**config.mk**
```make
export PLATFORM = sky130hd
export DESIGN_NAME = jimmy_p
export DESIGN_NICKNAME = d
export VERILOG_FILES = /design/src/rtl/jimmy_p.sv
export SDC_FILE = /design/constraint.sdc
export NUM_CORES = 1
export LEC_CHECK = 0
export BUFFER_PORTS_ARGS = -buffer_cell sky130_fd_sc_hd__buf_2
export CELL_PAD_IN_SITES_DETAIL_PLACEMENT = 1
export CELL_PAD_IN_SITES_GLOBAL_PLACEMENT = 1
export CORE_MARGIN = 2
export CORE_UTILIZATION = 46
export CTS_BUF_LIST = sky130_fd_sc_hd__clkbuf_16
export CTS_CLUSTER_DIAMETER = 40
export DETAILED_ROUTE_END_ITERATION = 8
export PLACE_DENSITY_LB_ADDON = 0.1
export SLEW_MARGIN = 25
export SYNTH_ARGS = -nofsm -noshare
export SYNTH_HDL_FRONTEND = slang
export SYNTH_SLANG_ARGS = --single-unit
```
**constraint.sdc**
```tcl
create_clock -name clk -period 7.5 [get_ports clk]
set_input_delay 0.75 -clock clk [delete_from_list [all_inputs] [get_ports clk]]
set_output_delay 0.75 -clock clk [all_outputs]
set_load 0.005 [all_outputs]
```
**src/rtl/jimmy_p.sv**
```systemverilog
// jimmy_p: four-register core with flags, a downward stack, branches and handshaked I/O ports.
// Latency: FETCH+EXEC (2 cycles) per instruction; IN waits on in_valid; OUT takes 3 or more cycles.
// Backpressure: IN stalls in IO_WAIT until in_valid; OUT holds out_valid until out_ready.
module jimmy_p #(
    parameter int DW    = 8,
    parameter int AW    = 8,
    parameter int NPORT = 4
) (
    input  logic                clk,
    input  logic                reset,
    output logic [AW-1:0]       code_addr,
    input  logic [DW-1:0]       code_data,
    output logic [AW-1:0]       mem_addr,
    input  logic [DW-1:0]       mem_rdata,
    output logic [DW-1:0]       mem_wdata,
    output logic                mem_we,
    input  logic [NPORT*DW-1:0] in_data,
    input  logic [NPORT-1:0]    in_valid,
    output logic [NPORT-1:0]    in_ack,
    output logic [NPORT*DW-1:0] out_data,
    output logic [NPORT-1:0]    out_valid,
    input  logic [NPORT-1:0]    out_ready,
    output logic                halted
);

    typedef enum logic [1:0] {S_FETCH, S_EXEC, S_IO_WAIT, S_HALT} state_t;

    // Format A opcodes (bits [7:4])
    localparam logic [3:0] OP_ADD  = 4'h0;
    localparam logic [3:0] OP_SUB  = 4'h1;
    localparam logic [3:0] OP_MUL  = 4'h2;
    localparam logic [3:0] OP_CMP  = 4'h3;
    localparam logic [3:0] OP_MOV  = 4'h4;
    localparam logic [3:0] OP_LDR  = 4'h5;
    localparam logic [3:0] OP_STR  = 4'h6;
    localparam logic [3:0] OP_AND  = 4'hC;
    localparam logic [3:0] OP_OR   = 4'hD;
    localparam logic [3:0] OP_XOR  = 4'hE;
    localparam logic [3:0] OP_HALT = 4'hF;

    // Format B opcodes (bits [7:2])
    localparam logic [5:0] OP_MOVI = 6'b100000;
    localparam logic [5:0] OP_CMPI = 6'b100011;
    localparam logic [5:0] OP_INC  = 6'b100100;
    localparam logic [5:0] OP_DEC  = 6'b100101;
    localparam logic [5:0] OP_IN   = 6'b100110;
    localparam logic [5:0] OP_OUT  = 6'b100111;
    localparam logic [5:0] OP_PUSH = 6'b101000;
    localparam logic [5:0] OP_POP  = 6'b101001;
    localparam logic [5:0] OP_BRA  = 6'b101010;
    localparam logic [5:0] OP_BNE  = 6'b101011;
    localparam logic [5:0] OP_BHI  = 6'b101100;
    localparam logic [5:0] OP_BEQ  = 6'b101101;
    localparam logic [5:0] OP_CALL = 6'b101110;
    localparam logic [5:0] OP_RET  = 6'b101111;

    localparam logic [AW-1:0] A_ONE = AW'(1);

    state_t              state_q, state_d;
    logic [AW-1:0]       pc_q, pc_d;
    logic [AW-1:0]       sp_q, sp_d;
    logic [7:0]          ir_q, ir_d;
    logic [DW-1:0]       regs_q [4];
    logic [DW-1:0]       regs_d [4];
    logic                z_q, z_d, n_q, n_d, c_q, c_d, v_q, v_d;
    logic [NPORT*DW-1:0] out_data_q, out_data_d;
    logic [NPORT-1:0]    out_valid_q, out_valid_d;

    logic                fmt_b;
    logic [3:0]          op_a;
    logic [5:0]          op_b;
    logic [1:0]          ra, rb;
    logic [DW-1:0]       a_val, b_val, b_opnd;
    logic [DW:0]         add_w, sub_w;
    logic [2*DW-1:0]     prod_w;
    logic                add_v, sub_v;
    logic                fetch_imm;
    logic                port_ok, sel_in_vld, sel_out_rdy;
    logic [DW-1:0]       sel_in_dat;
    logic [NPORT-1:0]    port_sel;
    logic [AW-1:0]       pc_inc, sp_inc, sp_dec;

    assign fmt_b  = (ir_q[7:6] == 2'b10);
    assign op_a   = ir_q[7:4];
    assign op_b   = ir_q[7:2];
    assign ra     = fmt_b ? ir_q[1:0] : ir_q[3:2];
    assign rb     = ir_q[1:0];
    assign pc_inc = pc_q + A_ONE;
    assign sp_inc = sp_q + A_ONE;
    assign sp_dec = sp_q - A_ONE;

    assign code_addr = pc_q;
    assign out_data  = out_data_q;
    assign out_valid = out_valid_q;
    assign halted    = (state_q == S_HALT);

    // Instructions carrying an immediate word advance PC already in FETCH
    always_comb begin
        fetch_imm = 1'b0;
        if (code_data[7:6] == 2'b10) begin
            case (code_data[7:2])
                OP_MOVI, OP_CMPI, OP_BRA, OP_BNE, OP_BHI, OP_BEQ, OP_CALL: fetch_imm = 1'b1;
                default: fetch_imm = 1'b0;
            endcase
        end
    end

    // Shared adder/subtractor/multiplier; B operand is Rb, the immediate, or 1 for INC/DEC
    always_comb begin
        a_val  = regs_q[ra];
        b_val  = regs_q[rb];
        b_opnd = b_val;
        if (fmt_b) begin
            b_opnd = (op_b == OP_CMPI) ? code_data : DW'(1);
        end
        add_w  = {1'b0, a_val} + {1'b0, b_opnd};
        sub_w  = {1'b0, a_val} - {1'b0, b_opnd};
        add_v  = (a_val[DW-1] == b_opnd[DW-1]) && (add_w[DW-1] != a_val[DW-1]);
        sub_v  = (a_val[DW-1] != b_opnd[DW-1]) && (sub_w[DW-1] != a_val[DW-1]);
        prod_w = (2*DW)'(b_val) * (2*DW)'(a_val);
    end

    // Select the I/O port addressed by Ra; ports beyond NPORT are absent
    always_comb begin
        port_ok     = 1'b0;
        port_sel    = '0;
        sel_in_vld  = 1'b0;
        sel_in_dat  = '0;
        sel_out_rdy = 1'b0;
        for (int p = 0; p < NPORT; p++) begin
            if (int'(ra) == p) begin
                port_ok     = 1'b1;
                port_sel[p] = 1'b1;
                sel_in_vld  = in_valid[p];
                sel_in_dat  = in_data[p*DW +: DW];
                sel_out_rdy = out_ready[p];
            end
        end
    end

    // Next-state, datapath writes and memory/port strobes
    always_comb begin
        state_d     = state_q;
        pc_d        = pc_q;
        sp_d        = sp_q;
        ir_d        = ir_q;
        regs_d      = regs_q;
        z_d         = z_q;
        n_d         = n_q;
        c_d         = c_q;
        v_d         = v_q;
        out_data_d  = out_data_q;
        out_valid_d = out_valid_q;
        mem_addr    = '0;
        mem_wdata   = '0;
        mem_we      = 1'b0;
        in_ack      = '0;
        case (state_q)
            S_FETCH: begin
                ir_d    = code_data[7:0];
                state_d = S_EXEC;
                if (fetch_imm) pc_d = pc_inc;
            end
            S_EXEC: begin
                state_d = S_FETCH;
                pc_d    = pc_inc;
                if (!fmt_b) begin
                    case (op_a)
                        OP_ADD: begin
                            regs_d[ra] = add_w[DW-1:0];
                            z_d = (add_w[DW-1:0] == '0); n_d = add_w[DW-1];
                            c_d = add_w[DW]; v_d = add_v;
                        end
                        OP_SUB, OP_CMP: begin
                            if (op_a == OP_SUB) regs_d[ra] = sub_w[DW-1:0];
                            z_d = (sub_w[DW-1:0] == '0); n_d = sub_w[DW-1];
                            c_d = sub_w[DW]; v_d = sub_v;
                        end
                        OP_MUL: begin
                            // Ra written last so it keeps the low half when Ra==Rb
                            regs_d[rb] = prod_w[2*DW-1:DW];
                            regs_d[ra] = prod_w[DW-1:0];
                        end
                        OP_MOV: begin
                            regs_d[ra] = b_val;
                            z_d = (b_val == '0); n_d = b_val[DW-1]; v_d = 1'b0;
                        end
                        OP_LDR: begin
                            mem_addr   = b_val[AW-1:0];
                            regs_d[ra] = mem_rdata;
                            z_d = (mem_rdata == '0); n_d = mem_rdata[DW-1]; v_d = 1'b0;
                        end
                        OP_STR: begin
                            mem_addr  = b_val[AW-1:0];
                            mem_wdata = a_val;
                            mem_we    = 1'b1;
                        end
                        OP_AND, OP_OR, OP_XOR: begin
                            logic [DW-1:0] lres;
                            lres = (op_a == OP_AND) ? (a_val & b_val) :
                                   (op_a == OP_OR)  ? (a_val | b_val) : (a_val ^ b_val);
                            regs_d[ra] = lres;
                            z_d = (lres == '0); n_d = lres[DW-1]; v_d = 1'b0;
                        end
                        OP_HALT: begin
                            state_d = S_HALT;
                            pc_d    = pc_q;
                        end
                        default: ;
                    endcase
                end else begin
                    case (op_b)
                        OP_MOVI: begin
                            regs_d[ra] = code_data;
                            z_d = (code_data == '0); n_d = code_data[DW-1]; v_d = 1'b0;
                        end
                        OP_CMPI, OP_DEC: begin
                            if (op_b == OP_DEC) regs_d[ra] = sub_w[DW-1:0];
                            else                c_d = sub_w[DW];
                            z_d = (sub_w[DW-1:0] == '0); n_d = sub_w[DW-1]; v_d = sub_v;
                        end
                        OP_INC: begin
                            regs_d[ra] = add_w[DW-1:0];
                            z_d = (add_w[DW-1:0] == '0); n_d = add_w[DW-1];
                            c_d = add_w[DW]; v_d = add_v;
                        end
                        OP_IN: begin
                            if (port_ok) begin
                                if (sel_in_vld) begin
                                    in_ack     = port_sel;
                                    regs_d[ra] = sel_in_dat;
                                end else begin
                                    state_d = S_IO_WAIT;
                                    pc_d    = pc_q;
                                end
                            end
                        end
                        OP_OUT: begin
                            if (port_ok) begin
                                for (int p = 0; p < NPORT; p++) begin
                                    if (port_sel[p]) out_data_d[p*DW +: DW] = a_val;
                                end
                                out_valid_d = out_valid_q | port_sel;
                                state_d     = S_IO_WAIT;
                                pc_d        = pc_q;
                            end
                        end
                        OP_PUSH: begin
                            mem_addr  = sp_q;
                            mem_wdata = a_val;
                            mem_we    = 1'b1;
                            sp_d      = sp_dec;
                        end
                        OP_POP: begin
                            mem_addr   = sp_inc;
                            regs_d[ra] = mem_rdata;
                            z_d = (mem_rdata == '0); n_d = mem_rdata[DW-1]; v_d = 1'b0;
                            sp_d       = sp_inc;
                        end
                        OP_BRA: pc_d = code_data[AW-1:0];
                        OP_BNE: if (!z_q) pc_d = code_data[AW-1:0];
                        OP_BHI: if (!c_q && !z_q) pc_d = code_data[AW-1:0];
                        OP_BEQ: if (z_q) pc_d = code_data[AW-1:0];
                        OP_CALL: begin
                            // PC points at the immediate, so the return address is PC+1
                            mem_addr  = sp_q;
                            mem_wdata = DW'(pc_inc);
                            mem_we    = 1'b1;
                            sp_d      = sp_dec;
                            pc_d      = code_data[AW-1:0];
                        end
                        OP_RET: begin
                            mem_addr = sp_inc;
                            pc_d     = mem_rdata[AW-1:0];
                            sp_d     = sp_inc;
                        end
                        default: ;
                    endcase
                end
            end
            S_IO_WAIT: begin
                if (op_b == OP_IN) begin
                    if (sel_in_vld) begin
                        in_ack     = port_sel;
                        regs_d[ra] = sel_in_dat;
                        pc_d       = pc_inc;
                        state_d    = S_FETCH;
                    end
                end else if (sel_out_rdy) begin
                    out_valid_d = out_valid_q & ~port_sel;
                    pc_d        = pc_inc;
                    state_d     = S_FETCH;
                end
            end
            default: ;
        endcase
    end

    // Architectural state registers
    always_ff @(posedge clk or negedge reset) begin
        if (!reset) begin
            state_q <= S_FETCH;
            pc_q    <= '0;
            sp_q    <= '1;
            ir_q    <= '0;
            for (int i = 0; i < 4; i++) regs_q[i] <= '0;
            z_q <= 1'b0;
            n_q <= 1'b0;
            c_q <= 1'b0;
            v_q <= 1'b0;
            out_data_q  <= '0;
            out_valid_q <= '0;
        end else begin
            state_q <= state_d;
            pc_q    <= pc_d;
            sp_q    <= sp_d;
            ir_q    <= ir_d;
            for (int i = 0; i < 4; i++) regs_q[i] <= regs_d[i];
            z_q <= z_d;
            n_q <= n_d;
            c_q <= c_d;
            v_q <= v_d;
            out_data_q  <= out_data_d;
            out_valid_q <= out_valid_d;
        end
    end

endmodule

```
==> results by stage <==
GRT:
- The initial antenna violation count is 1.
- For this run, the total global-route usage over all layers was measured as around 47%.
- The first global-routing pass estimated 109000 um of wire.
- Summed over all layers, the global routing overflow is 0.
- The via count of the first global-routing pass is 16.9k.
- Entering global routing, the biggest net connects 59 pins.

Setup path:
- The number of cells on the worst reg-to-reg path is 20.
- The cell at the slowest stage of the critical path is o22ai_1.
- Walking the worst path, the cells encountered are mux2i_4, buf_4, mux4_2, inv_1, nor2_1, fa_1, fa_1, fa_1, inv_1, fa_1, inv_1, ha_1, nand2_1, o21ai_0, and2_1, xor2_1, a21oi_1, o22ai_1, nand2_1, a21oi_1.
- The most critical setup path has its startpoint at ir_q[0].
- The family of cells with the greatest summed delay on the critical path is adder cells.
- The cell depth of the worst setup path is 20.
- STA classifies the critical path endpoint as a flop.
- Together, buffers and inverters on the worst path number 4.
- For flop-to-flop paths, the worst setup slack is between 300 and 400 ps.
- Data on the critical path is required at its endpoint by 7820 ps.
- The worst register-to-register path ends at regs_q[18].
- The arrival time of data at the critical path endpoint is about 7500 ps.
- The peak per-stage delay on the critical path is 900 ps.
- The worst register-to-register path begins at ir_q[0].
- The largest driver fanout on the critical path is 19.
- The most common cell type on the critical path is fa_1.
- STA classifies the critical path startpoint as a flop.
- The category of the most critical setup path is flop to flop.
- Following the worst setup path forward leads to its endpoint at regs_q[18].

Routing:
- The routed length on met1 is 28200 um.
- After the first detailed-routing iteration, the DRC count stood at 2177.
- Once detail routing completed, the nets flagged for antenna violations numbered 0.
- The top layer reached by signal wires is met5.
- Using the TritonRoute via totals, the vias-per-cell ratio works out to between 7 and 8.
- The total wire length is between 70000 and 80000 um.
- The vias after detailed routing is 17.1k.
- For this run, design rule violations remaining after detail routing come to 0.
- The number of search-and-repair iterations in the first detailed-routing pass is 6.
- In the detailed route, the total length drawn on met2 is ~32000 um.
- After detailed routing, the average wire length per cell comes to 32.0 um.
- After detailed routing, the met3 layer carries 9650 um of wire.

STA:
- Setup repair after global routing left no endpoint under its margin.
- In the final timing run, aggregate negative setup slack is 0 ps.
- In this run the tightest slew margin relative to its limit is 18.8%.
- The highest achievable clock rate is 139 MHz.
- At the pin with the least slew margin, the transition time is about 1200 ps.
- The final number of hold-violating endpoints was 0.
- Of the available clock period, the critical path in the final layout requires between 90% and 100%.
- Setup slack on the critical path of the routed design comes to ~310 ps.
- The final setup skew is 18.8 ps.
- The shortest clock period the worst path allows after layout is 7190 ps.
- The final number of max-transition violations is 0.
- The final setup violation count is 0.

Synth:
- The synthesized design contains 0 enable-type register cells.
- In this run the mean area of a mapped cell was approximately 7.4 sq um.
- The post-synthesis cell count is between 1.5k and 2k.
- In this run, synthesis produced a sequential element count of 96.
- The synthesized netlist contains 98 unique library cells.
- The most used flip-flop cell after synthesis is dfrtp_1.
- The async set or reset register ratio after synthesis is 100%.
- Counting every net in the synthesized netlist gives 2081.
- The Yosys step of the flow raised 0 warnings.
- The netlist area before placement is 14100 sq um.
- For this run, the register share of the synthesized area comes to 17.1%.

CTS:
- The quantity of hold-fixing buffers added after cts is 0.
- The TritonCTS sink count is 96.
- Gates resized during post-CTS repair numbered 0.
- TritonCTS built the clock tree.
- The clock passes through at most 2 buffers.
- In this run the post-CTS setup repair buffer count came out at 0.
- CTS placed an instance of clkbuf_16 at the clock tree root.
- The clock edge transition at the registers on the reported setup and hold paths is 90 ps.
- The number of buffers created by CTS is 9.
- The later pin in the worst-skew pair is clocked with a latency of 400 ps.
- The H-tree depth is 3.

Floorplan:
- Row generation in the floorplan step produced 64 rows.
- The starting density of the core is 46.4%.
- The die is 179 um tall.
- The floorplan step defined a die boundary enclosing about 32000 sq um.
- Measured along the x axis, the die boundary spans 179 um.
- The total area inside the core boundary comes to 30400 sq um.
- The count of boundary I/O pins is 124.

Layout:
- The area growth from synthesis to layout is 8.81%.
- Fill cells in the final layout number 3874.
- The net count reported at finish is 2118.
- Of the cells placed in the final design, the portion with a size suffix greater than 1 is 15.7%.

Place:
- Timing analysis after detailed placement gives a worst setup slack of around 460 ps.
- The placed wire-length estimate is between 50000 and 60000 um.
- Input and output buffers added on the ports amount to 123.
- The last weighted congestion value of the routability-driven placer is between 1 and 1.5.

Hold path:
- The classification of the worst-slack hold path is primary input to asynchronous set/reset pin.

Status:
- The run finished with clean final reports.

Flow run:
- The count of maximum capacitance violations is 0.
## final cells by class
cell class                 count  area (sq um)  area share (%)
timing repair buffer         176          1020            6.64
antenna                        1          2.50          0.0163
multi-input combinational   1561         10700            70.0
clock buffer                   9           225            1.47
clock inverter                 7          62.6           0.408
inverter                     103           387            2.52
sequential                    96          2410            15.7
tap                          396           495            3.23
## how the worst min path moves through the flow
stage                 start                         end  slack, ps  cells past startpoint
3_3_place_gp   out_data[25]                out_data[25]        460                      2
6_report              reset                  regs_q[11]        370                      1
4_1_cts               reset                  regs_q[11]        370                      1
3_5_place_dp   out_data[31]                out_data[31]        470                      2
2_1_floorplan         reset  asynchronous set/reset pin        450                      0
5_1_grt               reset                   regs_q[9]        400                      1
## layer usage
layer / GRT usage [%] / vias to the layer above
met2: 67.9 / 1248
li1: - / 7085
met1: 57.8 / 8376
met3: 16.5 / 399
met5: 0.481 / -
met4: 30.9 / 4
## stage by stage
stage | utilization (%) | hold WS, ps | cell area, sq um | cells
after floorplan | - | 454 | 14100 | 1910
after global placement | 49.3 | 459 | 15000 | 2331
after detailed placement | 49.4 | 466 | 15000 | 2332
after CTS | 50.4 | 374 | 15300 | 2348
after global routing | 50.4 | 401 | 15300 | 2348
final | 50.4 | 369 | 15400 | 2349
## cell families after synthesis
kind of cell	share of synthesized area, %
buffers and inverters	7.48
DFF	17.1
AOI/OAI and AO/OA	31.2
adders and majority gates	12.0
muxes	8.60
and+or+nand+nor	21.2
xor gates and xnor gates	2.42
## worst register-to-register path: stages (launching register included)
cell and delay (ps):
dfrtp_1 700, mux2i_4 400, buf_4 360, mux4_2 750
inv_1 270, nor2_1 100, fa_1 530, fa_1 440
fa_1 500, inv_1 50, fa_1 470, inv_1 40
ha_1 350, nand2_1 70, o21ai_0 280, and2_1 240
xor2_1 260, a21oi_1 110, o22ai_1 900, nand2_1 120
a21oi_1 160
## Yosys cell counts, types with 13 or more instances
master / instances / area share, %
nor3_1: 24 / 0.85
o221ai_1: 19 / 1.2
o22ai_1: 31 / 1.4
nand2b_1: 16 / 0.71
nor2b_1: 15 / 0.67
buf_2: 43 / 1.5
xor2_1: 13 / 0.81
clkbuf_1: 88 / 2.3
o21ai_0: 161 / 5.7
nand3_1: 56 / 2.0
dfrtp_1: 88 / 16
a221oi_1: 17 / 1.1
a31oi_1: 33 / 1.5
a211oi_1: 24 / 1.3
xnor2_1: 26 / 1.6
a21oi_1: 152 / 5.4
mux2i_1: 43 / 3.1
ha_1: 75 / 6.7
a22oi_1: 25 / 1.3
nand2_1: 233 / 6.2
fa_1: 38 / 5.4
mux2_2: 39 / 3.1
o211ai_1: 30 / 1.6
and3_1: 18 / 0.80
inv_1: 95 / 2.5
nor2_1: 195 / 5.2
or3_1: 13 / 0.58
## cells in the final DEF (no fill, tap or decap), types with 30 or more instances in the layout
master,Yosys,final
nand2_1,233,233
nor2_1,195,192
o21ai_0,161,160
a21oi_1,152,151
buf_2,43,122
inv_1,95,95
dfrtp_1,88,87
ha_1,75,75
nand3_1,56,56
buf_4,4,53
mux2i_1,43,41
mux2_2,39,39
fa_1,38,38
a31oi_1,33,33
o211ai_1,30,30
o22ai_1,31,30
## sequential cells by signal (all words and copies together), names as in the netlist, named ones only
signal / cells
out_data: 32
regs_q: 32
code_addr: 8
ir_q: 8
sp_q: 8
state_q: 2
c_q: 1
z_q: 1
Power is left out: the tool's default activity adds up to more than one toggle a clock period on the data nets, which glitch-free logic cannot reach.
